<file path="config.mk">
export PLATFORM = sky130hd
export DESIGN_NAME = datapath_sequencer
export DESIGN_NICKNAME = d
export VERILOG_FILES = /design/src/rtl/datapath_sequencer.sv
export SDC_FILE = /design/constraint.sdc
export NUM_CORES = 1
export LEC_CHECK = 0
export CORE_ASPECT_RATIO = 1.75
export CORE_MARGIN = 5
export CORE_UTILIZATION = 49
export CTS_CLUSTER_DIAMETER = 50
export CTS_CLUSTER_SIZE = 8
export DETAILED_ROUTE_END_ITERATION = 7
export PLACE_DENSITY = 0.94
export SLEW_MARGIN = 20
export SYNTH_ARGS = -nofsm -noshare
export SYNTH_HDL_FRONTEND = slang
export SYNTH_SLANG_ARGS = --single-unit
</file>
<file path="constraint.sdc">
create_clock -name clk -period 3.4 [get_ports clk]
set_input_delay 0.34 -clock clk [delete_from_list [all_inputs] [get_ports clk]]
set_output_delay 0.34 -clock clk [all_outputs]
set_load 0.005 [all_outputs]
</file>
<file path="src/rtl/datapath_sequencer.sv">
// Instruction sequencer driving a register-file/ALU datapath.
// Decodes 16-bit instructions into registered datapath control.
module datapath_sequencer #(
  parameter bit HALT_ON_ILLEGAL = 1'b0
) (
  input  logic        clk,
  input  logic        rst,
  input  logic [15:0] instr_i,
  input  logic        instr_valid_i,
  output logic        instr_ready_o,
  input  logic        Flag,
  output logic [3:0]  Sel,
  output logic        Wen,
  output logic [3:0]  WA,
  output logic [3:0]  RAA,
  output logic [3:0]  RAB,
  output logic [2:0]  Op,
  output logic [7:0]  Ctrl,
  output logic        busy_o,
  output logic        done_o,
  output logic        err_o
);

  typedef enum logic [1:0] {
    IDLE,
    EXEC,
    WB,
    HALT
  } state_t;

  state_t     state;
  logic [3:0] opc;
  logic [3:0] wa_r;
  logic       skip_pending;
  logic       wen_q;
  logic       done_q;
  logic       err_q;
  logic       accept;

  logic i_alu, i_load, i_out, i_skip, i_ctrl, i_nop;
  logic x_alu, x_load, x_skip, x_ill;

  assign instr_ready_o = (state == IDLE);
  assign busy_o        = (state != IDLE);
  assign accept        = instr_valid_i & instr_ready_o;

  assign i_alu  = ~instr_i[15];
  assign i_load = (instr_i[15:12] == 4'h8);
  assign i_out  = (instr_i[15:12] == 4'h9);
  assign i_skip = (instr_i[15:12] == 4'hA);
  assign i_ctrl = (instr_i[15:12] == 4'hB);
  assign i_nop  = (instr_i[15:12] == 4'hF);

  assign x_alu  = ~opc[3];
  assign x_load = (opc == 4'h8);
  assign x_skip = (opc == 4'hA);
  assign x_ill  = (opc[3:2] == 2'b11) && (opc != 4'hF);

  // Reset kills a WB write or retire pulse in the same cycle
  assign Wen    = wen_q & ~rst;
  assign done_o = done_q & ~rst;
  assign err_o  = err_q & ~rst;

  always_ff @(posedge clk) begin
    if (rst) begin
      state        <= IDLE;
      opc          <= 4'h0;
      wa_r         <= 4'h0;
      skip_pending <= 1'b0;
      Ctrl         <= 8'h00;
      wen_q        <= 1'b0;
      done_q       <= 1'b0;
      err_q        <= 1'b0;
      Sel          <= 4'h0;
      Op           <= 3'h0;
      WA           <= 4'h0;
      RAA          <= 4'h0;
      RAB          <= 4'h0;
    end else begin
      wen_q  <= 1'b0;
      done_q <= 1'b0;
      err_q  <= 1'b0;
      unique case (state)
        IDLE: begin
          Sel <= 4'h0;
          Op  <= 3'h0;
          WA  <= 4'h0;
          RAA <= 4'h0;
          RAB <= 4'h0;
          if (accept && skip_pending) begin
            skip_pending <= 1'b0;
          end else if (accept) begin
            opc   <= instr_i[15:12];
            wa_r  <= instr_i[11:8];
            state <= EXEC;
            unique case (1'b1)
              i_alu: begin
                Op  <= instr_i[14:12];
                RAA <= instr_i[7:4];
                RAB <= instr_i[3:0];
              end
              i_load: begin
                Sel <= {1'b1, instr_i[2:0]};
              end
              i_out: begin
                Op     <= 3'b100;
                RAA    <= instr_i[7:4];
                done_q <= 1'b1;
              end
              i_ctrl: begin
                Ctrl   <= instr_i[7:0];
                done_q <= 1'b1;
              end
              i_skip, i_nop: begin
                done_q <= 1'b1;
              end
              default: begin
                err_q <= 1'b1;
              end
            endcase
          end
        end
        EXEC: begin
          if (x_alu || x_load) begin
            state  <= WB;
            wen_q  <= 1'b1;
            WA     <= wa_r;
            done_q <= 1'b1;
          end else begin
            state <= (x_ill && HALT_ON_ILLEGAL) ? HALT : IDLE;
            Sel   <= 4'h0;
            Op    <= 3'h0;
            WA    <= 4'h0;
            RAA   <= 4'h0;
            RAB   <= 4'h0;
            if (x_skip && Flag) begin
              skip_pending <= 1'b1;
            end
          end
        end
        WB: begin
          state <= IDLE;
          Sel   <= 4'h0;
          Op    <= 3'h0;
          WA    <= 4'h0;
          RAA   <= 4'h0;
          RAB   <= 4'h0;
        end
        HALT: begin
          Sel <= 4'h0;
          Op  <= 3'h0;
          WA  <= 4'h0;
          RAA <= 4'h0;
          RAB <= 4'h0;
        end
        default: begin
          state <= IDLE;
        end
      endcase
    end
  end

endmodule

</file>
==> flow_summary_export.csv, run 1 <==
group,metric,value,unit
sta,fin_crit,2.070,ns
synthesis,synth_compound_area_share,23.84,%
sta,finalSetupTns,0,ns
synthesis,syn_area,1705,um^2
sta,worst_pin_slew,0.6602,ns
global_route,grt_overflow_total,0,
synthesis,synth_top_family_by_area,"compound AO/OA/AOI/OAI gates",
floorplan,core,3363,um^2
synthesis,synth_cells,184,
setup_path,worst_ep_required_time,3.06,ns
power,power_frac_seq,43.5,%
final_layout,final_common_cell,"clkdlybuf4s50_1",
synthesis,syn_avg_cell_area,9.268,um^2
clock_network,clkTransAtPathRegs,0.08,ns
sta,setup-violations-final,0,
synthesis,yosys.area_share.adder,3.668,%
route,wire_per_inst,17.25,um
clock_network,clock_latency,0.30,ns
route,drc,0,
floorplan,rows,28,
route,vias_per_cell,5.749,
power,power_switching,303.4,uW
power,p_sw_share,25.57,%
clock_network,cts_hold_buf,0,
clock_network,h-tree-depth,2,
final_layout,fillers,268,
clock_network,cts_tree,"yes",
worst_hold_path,hp-start,"wa_r[3]$_SDFFE_PP0P_",
synthesis,syn_nets,209,
clock_network,cts_made_buffers,5,
power,clkPwrFrac,39.6,%
route,wl,4814,um
synthesis,synthXorXnorAreaFrac,0,%
setup_path,start_kind,"flop",
clock_network,post-cts-setup-buffers,0,
floorplan,io_pins,52,
setup_path,r2r_start,"state[0]$_SDFFE_PP0P_",
setup_path,cp-end-kind,"output pin",
setup_path,ff2ff_path_depth,5,
global_route,grtUsageTotal,22.46,%
place,hpwl,3532,um
clock_network,clock_path_buffers,2,
sta,grt_setup_unrepaired,"no",
power,ir_drop,0.4969,mV
worst_hold_path,holdPathEnd,"wa_r[3]$_SDFFE_PP0P_",
sta,hold_viol,0,
global_route,antenna_found_initial,0,
synthesis,ys_seq_area_share,48.13,%
sta,clock_skew,0.008471,ns
setup_path,r2r_slack,1.49,ns
synthesis,yosysWarnings,0,
synthesis,synth_mux_area_share,0.6603,%
power,internal_power,883.1,uW
power,combPwrFrac,17.0,%
sta,fin_crit_sh,60.88,%
job,cap_violations,0,
synthesis,synth_seq_cells,41,
floorplan,fp.dieH,88.04,um
route,drt_first_pass_iters,4,
power,pwr_density_cell,499.6,nW/um^2
sta,fmax,483.1,MHz
global_route,grt_pass1_wl,7769,um
clock_network,cts_root_buf,"clkbuf_8",
place,portBuffers,51,
route,num_vias,1604,
sta,relSlewSlack,55.61,%
global_route,grt_max_degree,25,
place,place_ws,1.275,ns
sta,layout_setup_ws,1.330,ns
floorplan,initial_core_util,50.71,%
route,drt_iter0_drc,68,
final_layout,areaGrowthSynthToFinish,39.25,%
power,p_total,1187,uW
sta,finalMaxSlewViolations,0,
worst_hold_path,worstHoldPathCells,2,
final_layout,drive_gt1_share,5.983,%
clock_network,clock_sinks,41,
setup_path,cp_max_fo,9,
setup_path,r2r-end,"Ctrl[2]$_SDFFE_PP0P_",
final_layout,fin_nets,258,
worst_hold_path,worstHoldPathType,"flop to flop",
synthesis,yosys.area_share.simple,18.12,%
global_route,grt_pass1_vias,1650,
final_layout,antenna_cells,0,
power,p_leak,0.0008617,uW
setup_path,cp.arrival,1.73,ns
setup_path,critical_path_class,"flop to output pin",
status,outcome,"complete, no violations",
floorplan,die_w,54.60,um
place,place_congestion,0.8271,
route,drtAntennaViolNets,0,
synthesis,synth.distinct_cells,40,
floorplan,dieArea,4807,um^2
final_layout,mostFrequentLayoutCells,"clkdlybuf4s50_1 (51), dfxtp_1 (41), nand2_1 (19), a21oi_1 (19), o21ai_0 (13)",
clock_network,postCtsResizedCells,0,
## metal layers
| layer | wire, um | GRT usage, % | vias up |
|---|---|---|---|
| li1 | - | - | 765 |
| met1 | 1670 | 23.32 | 760 |
| met2 | 2707 | 38.90 | 65 |
| met3 | 271 | 5.281 | 14 |
| met4 | 163 | 13.15 | 0 |
| met5 | 0 | 0 | - |
## registers in the layout (all words and copies together), names as in the netlist
name / flops
skip_pending: 1
wen_q: 1
RAA: 4
Op: 3
wa_r: 4
done_q: 1
opc: 4
state: 2
Sel: 4
err_q: 1
WA: 4
RAB: 4
Ctrl: 8
## critical path, cell delays in order, from the launching register on
cell and delay [ns]:
dfxtp_1 0.38, inv_1 0.11, ha_1 0.33, inv_1 0.10, clkdlybuf4s50_1 0.51
## through the flow
stage	instance area, um^2	util (%)	instances	hold slack [ns]
2_1_floorplan	1705	-	184	0.4296
3_3_place_gp	2237	66.52	271	0.4337
3_5_place_dp	2237	66.52	271	0.4492
4_1_cts	2375	70.61	279	0.4621
5_1_grt	2375	70.61	279	0.4850
6_report	2375	70.61	279	0.4589
## area by class of cell
type / instances / area [um^2] / share of cell area [%]
inverter: 12 / 45.04 / 1.897
clock inverter: 3 / 68.82 / 2.898
sequential: 41 / 820.8 / 34.56
tap: 45 / 56.30 / 2.371
timing repair buffer: 53 / 525.5 / 22.13
multi-input combinational: 120 / 789.5 / 33.25
clock buffer: 5 / 68.82 / 2.898
## Yosys cell counts
cell type	instances	area, um^2
a2111oi_0	1	8.760
a2111oi_2	1	15.01
a211oi_1	2	15.01
a21boi_0	2	15.01
a21o_1	1	7.510
a21oi_1	19	95.09
a31o_2	1	8.760
a32o_1	9	90.09
and2_1	4	25.02
and3_1	1	6.260
and3b_1	1	8.760
and4_1	1	8.760
and4b_1	1	10.01
buf_2	1	5.000
buf_4	2	15.01
clkbuf_1	8	30.03
dfxtp_1	41	820.8
ha_1	5	62.56
inv_1	12	45.04
mux2_2	1	11.26
nand2_1	19	71.32
nand2b_1	2	12.51
nand3_1	8	40.04
nand3b_1	1	7.510
nand4_1	2	12.51
nand4b_1	1	8.760
nor2_1	2	7.510
nor2_4	1	11.26
nor2b_1	6	37.54
nor3b_1	1	7.510
nor4_1	1	6.260
nor4b_1	2	17.52
nor4bb_1	1	10.01
o2111a_1	1	11.26
o2111ai_1	1	8.760
o211ai_1	1	7.510
o21ai_0	13	65.06
o31a_1	1	8.760
o31ai_1	2	15.01
o32ai_1	4	35.03
## worst max-delay path by stage
stage,start,to,slack [ns],depth (start not counted)
2_1_floorplan,state[0]$_SDFFE_PP0P_,Ctrl[5]$_SDFFE_PP0P_,1.91,7
3_3_place_gp,rst,Sel[3]$_SDFFE_PP0P_,1.30,5
3_5_place_dp,rst,RAB[3]$_SDFFE_PP0P_,1.28,5
4_1_cts,state[0]$_SDFFE_PP0P_,busy_o,1.33,4
5_1_grt,state[0]$_SDFFE_PP0P_,instr_ready_o,1.24,3
6_report,state[0]$_SDFFE_PP0P_,busy_o,1.33,4
## cells by family after synthesis
family / count (synthesis)
adder cells (fa/ha/maj): 5
multiplexers: 1
flip-flops: 41
AND/OR/NAND/NOR: 55
buffers and inverters: 23
AO/OA/AOI/OAI: 59
## power by group through the flow
stage / Clock [uW] / Combinational [uW] / Sequential [uW]
CTS: 477 / 199 / 515
finish: 469 / 201 / 516
floorplan: 0 / 112 / 524
global route: 497 / 218 / 518
detailed placement: 0 / 197 / 527
global placement: 0 / 191 / 525
No activity file was read; power rests on OpenSTA's default activity.
==> inputs of run 2 (changes only) <==
--- a/config.mk
+++ b/config.mk
@@ -7,11 +7,11 @@
 export LEC_CHECK = 0
 export CORE_ASPECT_RATIO = 1.75
 export CORE_MARGIN = 5
-export CORE_UTILIZATION = 49
+export CORE_UTILIZATION = 46
 export CTS_CLUSTER_DIAMETER = 50
 export CTS_CLUSTER_SIZE = 8
 export DETAILED_ROUTE_END_ITERATION = 7
-export PLACE_DENSITY = 0.94
+export PLACE_DENSITY = 0.9
 export SLEW_MARGIN = 20
 export SYNTH_ARGS = -nofsm -noshare
 export SYNTH_HDL_FRONTEND = slang
==> constraint.sdc (replaced) <==
create_clock -name clk -period 2.1 [get_ports clk]
set_input_delay 0.21 -clock clk [delete_from_list [all_inputs] [get_ports clk]]
set_output_delay 0.21 -clock clk [all_outputs]
set_load 0.005 [all_outputs]
==> run 2 against run 1 <==
Against the previous run:
- global-route usage shrank 3.7 points
- design area increased by 0.84%
- sequential share of layout area down 0.29 points
- via count unchanged
- setup slack got worse by 1.1 ns
- critical path depth fell by 1
- largest power group unchanged
- critical endpoint is now instr_ready_o
- non-clock buffer count increased by 3
==> flow_summary_export.csv, run 2 (synthesis results as in run 1) <==
group,metric,value,unit
clock_network,cts_root_buf,"clkbuf_8",
final_layout,final_common_cell,"clkdlybuf4s50_1",
sta,clock_skew,0.006621,ns
floorplan,rows,29,
final_layout,fin_nets,261,
route,drtAntennaViolNets,0,
clock_network,h-tree-depth,2,
floorplan,initial_core_util,47.47,%
floorplan,die_w,56.03,um
sta,fin_crit_sh,89.98,%
route,wire_per_inst,15.95,um
power,p_leak,0.0008750,uW
final_layout,top_register,"Ctrl",
global_route,grt_overflow_total,0,
global_route,grt_max_degree,17,
sta,finalMaxSlewViolations,0,
place,place_congestion,0.8344,
sta,setup-violations-final,0,
clock_network,clock_sinks,41,
status,outcome,"complete, no violations",
clock_network,clkTransAtPathRegs,0.08,ns
place,hpwl,3314,um
floorplan,dieArea,5073,um^2
setup_path,critical_path_class,"flop to output pin",
worst_hold_path,worstHoldPathType,"flop to flop",
clock_network,clock_latency,0.30,ns
route,wl,4514,um
final_layout,mostFrequentLayoutCells,"clkdlybuf4s50_1 (51), dfxtp_1 (41), nand2_1 (19), a21oi_1 (19), o21ai_0 (13)",
floorplan,io_pins,52,
setup_path,cp_slowest_cell,"clkdlybuf4s50_1",
sta,grt_setup_unrepaired,"no",
setup_path,cp-end-kind,"output pin",
power,ir_drop,0.6970,mV
global_route,grt_pass1_wl,7596,um
sta,fin_crit,1.890,ns
final_layout,fillers,283,
route,num_vias,1604,
final_layout,drive_gt1_share,7.173,%
setup_path,cp_num_buf_inv,2,
clock_network,clock_path_buffers,2,
final_layout,regArea,820.8,um^2
setup_path,slowest_delay,0.57,ns
sta,hold_viol,0,
sta,relSlewSlack,49.95,%
final_layout,fin_util,66.67,%
global_route,grtUsageTotal,18.75,%
route,drt_iter0_drc,49,
sta,worst_pin_slew,0.7439,ns
power,pwr_density_cell,795.5,nW/um^2
final_layout,largest_reg_flops,8,
setup_path,cp_cell_sequence,"inv_1, ha_1, clkdlybuf4s50_1",
route,drt_first_pass_iters,5,
job,cap_violations,0,
route,drc,0,
setup_path,cp.arrival,1.68,ns
final_layout,multi_input_area,789.5,um^2
clock_network,cts_tree,"yes",
setup_path,start_kind,"flop",
place,portBuffers,51,
sta,whs,0.4518,ns
floorplan,fp.dieH,90.55,um
setup_path,worst_ep_required_time,1.89,ns
route,vias_per_cell,5.668,
setup_path,path_delay_family,"buffers and inverters",
sta,finalSetupTns,0,ns
sta,fmax,529.2,MHz
clock_network,cts_made_buffers,5,
floorplan,core,3592,um^2
final_layout,antenna_cells,0,
global_route,antenna_found_initial,0,
final_layout,areaGrowthSynthToFinish,40.43,%
setup_path,cp_max_fo,9,
global_route,grt_pass1_vias,1623,
[run 2: routing by layer]
layer | vias to the layer above | wire (um) | global-route usage, %
met1 | 751 | 1654 | 19.70
met5 | - | 0 | 0
met4 | 0 | 135 | 10.69
li1 | 770 | - | -
met2 | 70 | 2442 | 33.11
met3 | 13 | 281 | 4.435
[run 2: tightest hold or removal path: cells and delay by family (launching register included)]
| kind | cells | cell delay, ns |
|---|---|---|
| AND/OR/NAND/NOR | 1 | 0.05 |
| flip-flops | 1 | 0.31 |
| AO/OA/AOI/OAI | 1 | 0.05 |
[run 2: worst paths after layout]
check,to,slack [ns],cells past startpoint,from
setup / recovery,instr_ready_o,0.21,3,state[0]$_SDFFE_PP0P_
setup reg to reg,Op[1]$_SDFFE_PP0P_,0.27,5,state[0]$_SDFFE_PP0P_
hold / removal,wa_r[3]$_SDFFE_PP0P_,0.45,2,wa_r[3]$_SDFFE_PP0P_
hold reg to reg,wa_r[3]$_SDFFE_PP0P_,0.45,2,wa_r[3]$_SDFFE_PP0P_
[run 2: power by group]
group | internal [uW] | switching (uW) | total, uW
Combinational | 146 | 185 | 331
Sequential | 813 | 21.4 | 835
Clock | 472 | 268 | 739
[run 2: final cells by class]
| type | count | area share, % |
|---|---|---|
| clock buffers | 5 | 2.874 |
| clock inverters | 3 | 2.717 |
| inverters | 12 | 1.881 |
| multi-input cells | 120 | 32.97 |
| flip-flops and latches | 41 | 34.27 |
| well taps | 46 | 2.403 |
| repair buffers | 56 | 22.88 |
[run 2: through the flow]
| step | power [uW] | cell area, um^2 | worst slack, ns | instances |
|---|---|---|---|---|
| after detailed placement | 1167 | 2246 | 0.2656 | 273 |
| after CTS | 1899 | 2380 | 0.2176 | 281 |
| after global placement | 1158 | 2246 | 0.3267 | 273 |
| final | 1905 | 2395 | 0.2104 | 283 |
| after floorplan | 1029 | 1705 | 0.6129 | 184 |
| after global routing | 1981 | 2395 | 0.1360 | 283 |
[run 2: repair_timing]
action / in CTS / in global routing
gates resized for setup: 0 / 0
setup buffers: 0 / 2
setup endpoints to repair: 0 / 1
hold buffers: 0 / 0
==> inputs of run 3 (changes only) <==
--- a/config.mk
+++ b/config.mk
@@ -5,7 +5,7 @@
 export SDC_FILE = /design/constraint.sdc
 export NUM_CORES = 1
 export LEC_CHECK = 0
-export CORE_ASPECT_RATIO = 1.75
+export CORE_ASPECT_RATIO = 1.5
 export CORE_MARGIN = 5
 export CORE_UTILIZATION = 46
 export CTS_CLUSTER_DIAMETER = 50
==> run 3 against run 2 <==
Against the previous run:
- sequential share of layout area rose by 0.53 points
- routed wire length fell by 6.5%
- setup slack got worse by 0.022 ns
- critical endpoint is now busy_o
==> flow_summary_export.csv, run 3 (synthesis results as in run 1) <==
group,metric,value,unit
power,combPwrFrac,18.9,%
route,drc,0,
floorplan,fp.dieH,84.57,um
power,clkPwrFrac,32.3,%
final_layout,final_common_cell,"clkdlybuf4s50_1",
final_layout,drive_gt1_share,7.173,%
power,p_sw_share,26.59,%
sta,layout_setup_ws,0.1886,ns
clock_network,clock_latency,0.29,ns
sta,hold_viol,0,
sta,finalMaxSlewViolations,0,
floorplan,initial_core_util,47.18,%
status,outcome,"complete, no violations",
setup_path,critical_path_class,"flop to output pin",
setup_path,cp-end-kind,"output pin",
power,ir_drop,0.6570,mV
final_layout,areaGrowthSynthToFinish,38.30,%
sta,clock_skew,0.005112,ns
setup_path,cp_max_fo,9,
power,p_total,1708,uW
sta,fmax,523.2,MHz
power,power_switching,454.1,uW
clock_network,cts_hold_buf,0,
route,wire_per_inst,15.07,um
sta,whs,0.4551,ns
final_layout,fillers,310,
floorplan,rows,27,
setup_path,cp_cell_sequence,"inv_1, ha_1, inv_1, clkdlybuf4s50_1",
power,p_leak,0.0008620,uW
place,hpwl,3211,um
sta,finalSetupTns,0,ns
sta,grt_setup_unrepaired,"no",
final_layout,largest_reg_flops,8,
route,drt_iter0_drc,40,
setup_path,slowest_delay,0.50,ns
final_layout,fin_nets,261,
global_route,antenna_found_initial,0,
power,pwr_density_cell,724.2,nW/um^2
sta,fin_crit,1.911,ns
final_layout,mostFrequentLayoutCells,"clkdlybuf4s50_1 (51), dfxtp_1 (41), nand2_1 (19), a21oi_1 (19), o21ai_0 (13)",
power,power_frac_seq,48.8,%
final_layout,top_register,"Ctrl",
route,drt_first_pass_iters,4,
route,wl,4220,um
setup_path,start_kind,"flop",
power,internal_power,1254,uW
clock_network,h-tree-depth,2,
job,cap_violations,0,
global_route,grt_overflow_total,0,
floorplan,io_pins,52,
setup_path,cp_common_cell,"inv_1",
clock_network,clkTransAtPathRegs,0.07,ns
clock_network,post-cts-setup-buffers,0,
global_route,grt_max_degree,17,
route,num_vias,1554,
sta,worst_pin_slew,0.5813,ns
floorplan,core,3615,um^2
sta,fin_crit_sh,91.02,%
setup_path,path_delay_family,"buffers and inverters",
worst_hold_path,worstHoldPathType,"flop to flop",
setup_path,cp_slowest_cell,"clkdlybuf4s50_1",
global_route,grt_pass1_wl,6989,um
clock_network,cts_tree,"yes",
clock_network,cts_root_buf,"clkbuf_8",
route,drtAntennaViolNets,0,
clock_network,postCtsResizedCells,0,
global_route,grtUsageTotal,17.95,%
place,place_ws,0.3221,ns
final_layout,antenna_cells,0,
sta,relSlewSlack,60.91,%
floorplan,die_w,59.72,um
setup_path,cp_num_buf_inv,3,
setup_path,worst_ep_required_time,1.89,ns
clock_network,clock_sinks,41,
setup_path,cp.arrival,1.70,ns
clock_network,cts_made_buffers,5,
place,place_congestion,0.8177,
route,vias_per_cell,5.550,
place,portBuffers,51,
sta,setup-violations-final,0,
clock_network,clock_path_buffers,2,
floorplan,dieArea,5050,um^2
final_layout,fin_util,65.25,%
global_route,grt_pass1_vias,1508,
run 3: cell types whose count changed in the layout (fill, tap and decap cells not counted), sizes merged:
cell | before | now
bufinv | 2 | 0
clkbuf | 5 | 7
run 3: path summary, 6_finish.rpt:
| path | start | slack [ns] | cells after the start | to |
|---|---|---|---|---|
| min reg2reg | wa_r[2]$_SDFFE_PP0P_ | 0.46 | 2 | wa_r[2]$_SDFFE_PP0P_ |
| max | state[0]$_SDFFE_PP0P_ | 0.19 | 4 | busy_o |
| max reg2reg | state[0]$_SDFFE_PP0P_ | 0.29 | 5 | Op[0]$_SDFFE_PP0P_ |
| min | wa_r[2]$_SDFFE_PP0P_ | 0.46 | 2 | wa_r[2]$_SDFFE_PP0P_ |
run 3: per-stage QoR:
| step | cell area (um^2) | instances |
|---|---|---|
| 2_1_floorplan | 1705 | 184 |
| 3_3_place_gp | 2257 | 272 |
| 3_5_place_dp | 2257 | 272 |
| 4_1_cts | 2359 | 280 |
| 5_1_grt | 2359 | 280 |
| 6_report | 2359 | 280 |
run 3: cell type report:
type / count / area (um^2) / area share [%]
sequential: 41 / 820.8 / 34.80
multi-input combinational: 120 / 789.5 / 33.47
timing repair buffer: 56 / 548.0 / 23.24
clock buffer: 7 / 96.34 / 4.085
tap: 43 / 53.80 / 2.281
inverter: 12 / 45.04 / 1.910
clock inverter: 1 / 5.005 / 0.2122
run 3: power groups by stage:
stage          registers [uW]  clock network [uW]  logic, uW
2_1_floorplan             848                   0        181
3_3_place_gp              850                   0        314
3_5_place_dp              852                   0        321
4_1_cts                   834                 565        323
5_1_grt                   840                 588        356
6_report                  834                 552        322
run 3: worst register-to-register path: stages (launching register included):
cell and delay, ns:
dfxtp_1 0.34, inv_1 0.14, ha_1 0.33, and3b_1 0.41, o2111a_1 0.38, a32o_1 0.16
run 3: metal layers:
metal  routed length [um]  GRT usage [%]
met1                 1631          20.53
met2                 2277          30.91
met3                  212          3.077
met4                   99          8.669
met5                    0              0
